<file path="config.mk">
export PLATFORM = sky130hd
export DESIGN_NAME = soc_ram_ahb_ctrl
export DESIGN_NICKNAME = d
export VERILOG_FILES = /design/src/rtl/soc_ram_ctrl_pkg.sv /design/src/rtl/soc_ram_byte_merge.sv /design/src/rtl/soc_ram_ahb_ctrl.sv
export SDC_FILE = /design/constraint.sdc
export NUM_CORES = 1
export LEC_CHECK = 0
export ABC_AREA = 1
export CAP_MARGIN = 40
export CORE_MARGIN = 2
export CORE_UTILIZATION = 29
export DETAILED_ROUTE_END_ITERATION = 8
export PLACE_DENSITY = 0.95
export SYNTH_ARGS = -nofsm -noshare
export SYNTH_HDL_FRONTEND = slang
export SYNTH_SLANG_ARGS = --single-unit
</file>
<file path="constraint.sdc">
create_clock -name pll_core_cpuclk -period 1.9 [get_ports pll_core_cpuclk]
set_input_delay 0.285 -clock pll_core_cpuclk [delete_from_list [all_inputs] [get_ports pll_core_cpuclk]]
set_output_delay 0.285 -clock pll_core_cpuclk [all_outputs]
set_load 0.01 [all_outputs]
</file>
<file path="src/rtl/soc_ram_ctrl_pkg.sv">
// soc_ram_ctrl_pkg: shared types and constants for the AHB-Lite SRAM controller.
//   state_e  - controller FSM states (3-bit encoding)
//   HTRANS_* - AHB transfer types
//   HSIZE_*  - AHB transfer sizes used by the controller
//   HRESP_*  - AHB response codes
package soc_ram_ctrl_pkg;

  typedef enum logic [2:0] {
    ST_IDLE    = 3'd0,
    ST_RD      = 3'd1,
    ST_RD_DONE = 3'd2,
    ST_WR      = 3'd3,
    ST_RMW_RD  = 3'd4,
    ST_RMW_WR  = 3'd5,
    ST_ERR1    = 3'd6,
    ST_ERR2    = 3'd7
  } state_e;

  localparam logic [1:0] HTRANS_IDLE   = 2'b00;
  localparam logic [1:0] HTRANS_BUSY   = 2'b01;
  localparam logic [1:0] HTRANS_NONSEQ = 2'b10;
  localparam logic [1:0] HTRANS_SEQ    = 2'b11;

  localparam logic [2:0] HSIZE_BYTE = 3'd0;
  localparam logic [2:0] HSIZE_HALF = 3'd1;
  localparam logic [2:0] HSIZE_WORD = 3'd2;

  localparam logic HRESP_OKAY  = 1'b0;
  localparam logic HRESP_ERROR = 1'b1;

endpackage

</file>
<file path="src/rtl/soc_ram_byte_merge.sv">
// soc_ram_byte_merge: replaces the byte lanes addressed by a sub-word write
// inside the word read back from the RAM.
//   old_word_i  - word currently stored in the RAM
//   new_word_i  - write data, little-endian lanes
//   size_i      - HSIZE of the write (byte / half / word)
//   addr_lo_i   - byte address bits [1:0]
//   merged_o    - word to write back
module soc_ram_byte_merge
  import soc_ram_ctrl_pkg::*;
(
  input  logic [31:0] old_word_i,
  input  logic [31:0] new_word_i,
  input  logic [2:0]  size_i,
  input  logic [1:0]  addr_lo_i,
  output logic [31:0] merged_o
);

  logic [3:0] mask;

  always_comb begin
    case (size_i)
      HSIZE_BYTE: mask = 4'b0001 << addr_lo_i;
      HSIZE_HALF: mask = addr_lo_i[1] ? 4'b1100 : 4'b0011;
      default:    mask = 4'b1111;
    endcase
    merged_o = old_word_i;
    for (int i = 0; i < 4; i++)
      if (mask[i]) merged_o[8*i +: 8] = new_word_i[8*i +: 8];
  end

endmodule

</file>
<file path="src/rtl/soc_ram_ahb_ctrl.sv">
// soc_ram_ahb_ctrl: AHB-Lite slave in front of a single-port, one-cycle-read
// latency SRAM without byte enables.
//   Clock/reset : pll_core_cpuclk, pad_cpu_rst_b (async, active-low)
//   AHB slave   : hsel, haddr, htrans, hwrite, hsize, hwdata, hready ->
//                 hreadyout, hresp, hrdata
//   RAM port    : ram_addr, ram_wdata, ram_we -> ram_rdata (registered,
//                 valid the cycle after a ram_we=0 cycle)
// Macro SOC_RAM_CTRL_RMW_EN: when defined, byte/half writes are done as a
// read-modify-write (one wait state); when undefined they get ERROR.
module soc_ram_ahb_ctrl
  import soc_ram_ctrl_pkg::*;
#(
  parameter int ADDRWIDTH = 16
) (
  input  logic                 pll_core_cpuclk,
  input  logic                 pad_cpu_rst_b,
  input  logic                 hsel,
  input  logic [31:0]          haddr,
  input  logic [1:0]           htrans,
  input  logic                 hwrite,
  input  logic [2:0]           hsize,
  input  logic [31:0]          hwdata,
  input  logic                 hready,
  output logic                 hreadyout,
  output logic                 hresp,
  output logic [31:0]          hrdata,
  output logic [ADDRWIDTH-1:0] ram_addr,
  output logic [31:0]          ram_wdata,
  output logic                 ram_we,
  input  logic [31:0]          ram_rdata
);

  state_e               state_q, state_d;
  logic [ADDRWIDTH-1:0] addr_q;
  logic                 open_slot, accept, illegal;

  // Address bits above the RAM depth alias onto the same words.
  logic unused_haddr_hi;
  assign unused_haddr_hi = ^haddr[31:ADDRWIDTH+2];

`ifdef SOC_RAM_CTRL_RMW_EN
  logic [2:0]  size_q;
  logic [1:0]  lo_q;
  logic [31:0] wdata_q;
  logic [31:0] merged;

  soc_ram_byte_merge u_merge (
    .old_word_i (ram_rdata),
    .new_word_i (wdata_q),
    .size_i     (size_q),
    .addr_lo_i  (lo_q),
    .merged_o   (merged)
  );
`endif

  // Next state. Only cycles that end the previous data phase with
  // hreadyout=1 take a new address phase; ERR2 deliberately drops it.
  always_comb begin
    open_slot = (state_q == ST_IDLE) || (state_q == ST_RD_DONE) ||
                (state_q == ST_WR)   || (state_q == ST_RMW_WR);
    accept    = open_slot && hsel && hready &&
                ((htrans == HTRANS_NONSEQ) || (htrans == HTRANS_SEQ));
    illegal   = (hsize > HSIZE_WORD) ||
                ((hsize == HSIZE_HALF) && haddr[0]) ||
                ((hsize == HSIZE_WORD) && (haddr[1:0] != 2'b00));
`ifndef SOC_RAM_CTRL_RMW_EN
    illegal   = illegal || (hwrite && (hsize != HSIZE_WORD));
`endif
    state_d = ST_IDLE;
    case (state_q)
      ST_RD:     state_d = ST_RD_DONE;
      ST_ERR1:   state_d = ST_ERR2;
`ifdef SOC_RAM_CTRL_RMW_EN
      ST_RMW_RD: state_d = ST_RMW_WR;
`endif
      default: begin
        if (accept) begin
          if (illegal)                  state_d = ST_ERR1;
          else if (!hwrite)             state_d = ST_RD;
          else if (hsize == HSIZE_WORD) state_d = ST_WR;
          else                          state_d = ST_RMW_RD;
        end
      end
    endcase
  end

  always_ff @(posedge pll_core_cpuclk or negedge pad_cpu_rst_b) begin
    if (!pad_cpu_rst_b) begin
      state_q <= ST_IDLE;
      addr_q  <= '0;
`ifdef SOC_RAM_CTRL_RMW_EN
      size_q  <= '0;
      lo_q    <= '0;
      wdata_q <= '0;
`endif
    end else begin
      state_q <= state_d;
      if (accept) begin
        addr_q <= haddr[ADDRWIDTH+1:2];
`ifdef SOC_RAM_CTRL_RMW_EN
        size_q <= hsize;
        lo_q   <= haddr[1:0];
`endif
      end
`ifdef SOC_RAM_CTRL_RMW_EN
      // hwdata belongs to this data phase; hold it for the write-back cycle.
      if (state_q == ST_RMW_RD) wdata_q <= hwdata;
`endif
    end
  end

  // Bus and RAM outputs decode straight from the state register, so reset
  // alone drives every output to its idle value.
  always_comb begin
    hreadyout = 1'b1;
    hresp     = HRESP_OKAY;
    hrdata    = '0;
    ram_addr  = '0;
    ram_wdata = '0;
    ram_we    = 1'b0;
    case (state_q)
      ST_RD: begin
        ram_addr  = addr_q;
        hreadyout = 1'b0;
      end
      ST_RD_DONE: hrdata = ram_rdata;
      ST_WR: begin
        ram_addr  = addr_q;
        ram_we    = 1'b1;
        ram_wdata = hwdata;
      end
`ifdef SOC_RAM_CTRL_RMW_EN
      ST_RMW_RD: begin
        ram_addr  = addr_q;
        hreadyout = 1'b0;
      end
      ST_RMW_WR: begin
        ram_addr  = addr_q;
        ram_we    = 1'b1;
        ram_wdata = merged;
      end
`endif
      ST_ERR1: begin
        hresp     = HRESP_ERROR;
        hreadyout = 1'b0;
      end
      ST_ERR2: hresp = HRESP_ERROR;
      default: ;
    endcase
  end

endmodule

</file>
==> results.py <==
metrics = {
    "setup_path": {
        "worst_ep_arrival_time_ns": 1.55,
        "worst-setup-path-type": "flip-flop to output port",
        "setup.reg_to_reg.worst_slack_ns": 0.49,
        "critical-path-max-stage-delay_ns": 0.42,
        "ff2ff_path_depth": 7,
        "critical_path.reg2reg.startpoint": "state_q[0]",
        "crit_path_cell_trace": "buf_4 > nor2_2 > inv_2 > buf_12 > nor2_1 > clkdlybuf4s15_1",
        "critical_path.startpoint_type": "flip-flop",
        "r2r_end": "addr_q[6]",
        "critPathMaxFanout": 32,
        "crit_path_end_kind": "output port",
        "cp.required_ns": 1.62,
        "critPathSlowestCell": "dfrtp_1",
    },
    "global_routing": {
        "grt_antenna_before_repair": 0,
        "groute.layer.met2.usage": 0.3603,
        "grt_use_met3": 0.06512,
        "global_route.peak_usage_layer": "met2",
        "gr-total-overflow": 0,
        "grt_first_pass_wirelength_um": 9666,
        "via_count_of_the_first_global_routing_pass": 2117,
        "grt_use_met1": 0.2193,
        "grt_max_degree": 36,
        "grt_util_all_layers": 0.1985,
    },
    "power_and_ir_drop": {
        "power.leakage_nw": 1.989,
        "vdd_ir_drop_max_mv": 0.4021,
        "power_per_cell_area_nw_per_um2": 386.7,
        "design_power_total_mw": 1.286,
    },
    "logic_synthesis": {
        "post_synth_main_area_contributors": "dfrtp_1, nor2_1, inv_1, o21ai_2, nand2_1",
        "mappedNetlistArea_um2": 1572,
        "mux_cell_area_share_after_synthesis": 0,
        "synthSimpleGateAreaFrac": 0.3264,
        "synth.ff_latch_count": 19,
        "synth.net_count": 370,
        "yosys.area_share.xor_xnor": 0,
        "netlist_instances": 264,
        "synth_area_leader_cell": "dfrtp_1",
        "synth_adder_area_share": 0,
        "synth_cell_type_count": 19,
        "synth-warning-count": 0,
        "yosysTopAreaCellShare": 0.3025,
        "largest_family_of_logic_cells_by_synthesized_area": "simple AND/OR/NAND/NOR gates",
        "post_synth.cell_area_avg_um2": 5.953,
        "synth_compound_area_frac": 0.1043,
        "ys_seq_area_frac": 0.3025,
    },
    "detailed_routing": {
        "avgRoutedWirePerCell_um": 11.77,
        "drt-total-wl_um": 5991,
        "drc_marker_count_from_the_first_detailed_route_iteration": 56,
        "post_drt_via_cell_ratio": 4.037,
        "drt-pass1-iter-count": 4,
        "count_of_vias_placed_by_the_detailed_router": 2055,
        "drc": 0,
        "detail-route-antenna-nets": 0,
    },
    "timing": {
        "finClkSkew_ns": 0.003669,
        "final-setup-viol-count": 0,
        "hold_viol": 0,
        "slew_headroom": 0.8385,
        "post_route_clock_period_utilization": 0.9652,
        "post-route-min-period_ns": 1.834,
        "setup_total_negative_slack_ns": 0,
        "grt_setup_unrepaired": "no",
        "report.final.slew_viol_count": 0,
        "worst_max_slew_pin_slew_ns": 0.2422,
        "max_freq_mhz": 545.3,
    },
    "floorplan": {
        "num_io_pins": 189,
        "start_util": 0.3038,
        "die-height_um": 77.62,
        "die_w_um": 77.62,
        "coreArea_um2": 5172,
        "floorplan.rows": 26,
        "die_area_um2": 6024,
    },
    "finish": {
        "layout_common_cells": "clkdlybuf4s50_1, inv_1, nor2_1, dlygate4sd2_1, nand2_1",
        "final_layout_size_suffix_gt1_frac": 0.1276,
        "most_common_cell_after_layout_fill_and_taps_aside": "clkdlybuf4s50_1",
        "area_growth_syn_to_layout_pct": 111.5,
        "finalNetCount": 546,
        "final.fill_count": 448,
        "layout.cells.non_filler": 509,
        "finalInstanceArea_um2": 3324,
        "final_util": 0.6427,
        "insertedDiodeCount": 0,
    },
    "run": {
        "cap_violations": 0,
    },
    "placed_design": {
        "port_buffers": 173,
        "place_hpwl_um": 4955,
        "postPlaceCellArea_um2": 3381,
        "gp_congestion": 0.7533,
        "placed_instances": 501,
    },
    "clocking": {
        "cts_tree": "done",
        "cts.htree.levels": 1,
        "tritoncts_num_sinks": 19,
        "cts_made_buffers": 3,
        "clock-root-buffer": "clkbuf_8",
        "cts_buffer_depth": 2,
        "later_pin_clock_latency_in_the_skew_report_ns": 0.25,
        "path_clk_slew_ns": 0.07,
    },
    "outcome": {
        "run_status": "completed",
    },
    "min_path": {
        "worstHoldPathType": "input port to async pin",
    },
}
## through the flow
step	hold WS [ns]	setup slack [ns]
5_1_grt	0.3812	0.001032
6_report	0.3663	0.06619
3_5_place_dp	0.5058	0.03278
2_1_floorplan	-0.01059	0.5610
3_3_place_gp	0.5033	0.1109
4_1_cts	0.3716	0.007407
## how the worst max path moves through the flow
stage	startpoint	end	slack, ns	cells past startpoint
3_3_place_gp	state_q[0]	ram_wdata[8]	0.11	6
6_report	state_q[2]	ram_wdata[3]	0.07	6
4_1_cts	state_q[2]	ram_wdata[15]	0.007	6
3_5_place_dp	state_q[0]	ram_wdata[17]	0.03	6
5_1_grt	state_q[0]	ram_wdata[2]	0.001	7
2_1_floorplan	state_q[0]	ram_wdata[10]	0.56	5
## registers in the layout (all words and copies together), names as in the netlist
name and flops:
state_q 3, addr_q 16
## cell usage after synthesis, drive strengths merged
library cell	instances
nor3	1
dfrtp	19
nor2	90
inv	91
a21oi	2
buf	10
nand3	6
nand2	27
o21ai	18
## cell type report
type,instances,area (um^2),area share
Multi-Input combinational cell,144,684.4,0.2059
Tap cell,70,87.58,0.02635
Clock inverter,1,5.005,0.001505
Inverter,91,344.1,0.1035
Sequential cell,19,475.5,0.1430
Clock buffer,3,41.29,0.01242
Timing Repair Buffer,181,1687,0.5073
## report_power, final
part,switching (mW),internal [mW]
clock,0.134,0.146
sequential,0.0223,0.475
combinational,0.216,0.292
total,0.372,0.913
## routing by layer
layer,share of wire,vias up
met5,0,-
met4,0.016,0
met1,0.40,863
met3,0.11,8
met2,0.48,107
li1,-,1077
## timing repair
item / CTS / global route
endpoints found under the hold margin: 0 / 0
cloned: 0 / 0
buffers inserted: 4 / 0
pin swaps: 0 / 0
setup endpoints to repair: 82 / 28
hold buffers: 0 / 0
gates resized for setup: 87 / 41
## cell families (layout without fill, tap and decap cells)
logic type	Yosys count	count (layout)
AND/OR/NAND/NOR	124	124
buffers and inverters	101	276
AO/OA/AOI/OAI	20	20
flip-flops	19	19
## critical path: cells and delay by family, from the launching register on
kind	cells	cell delay, ns
buffers and inverters	4	0.63
flip-flops	1	0.42
AND/OR/NAND/NOR	2	0.24
(Power assumes the default switching activity.)
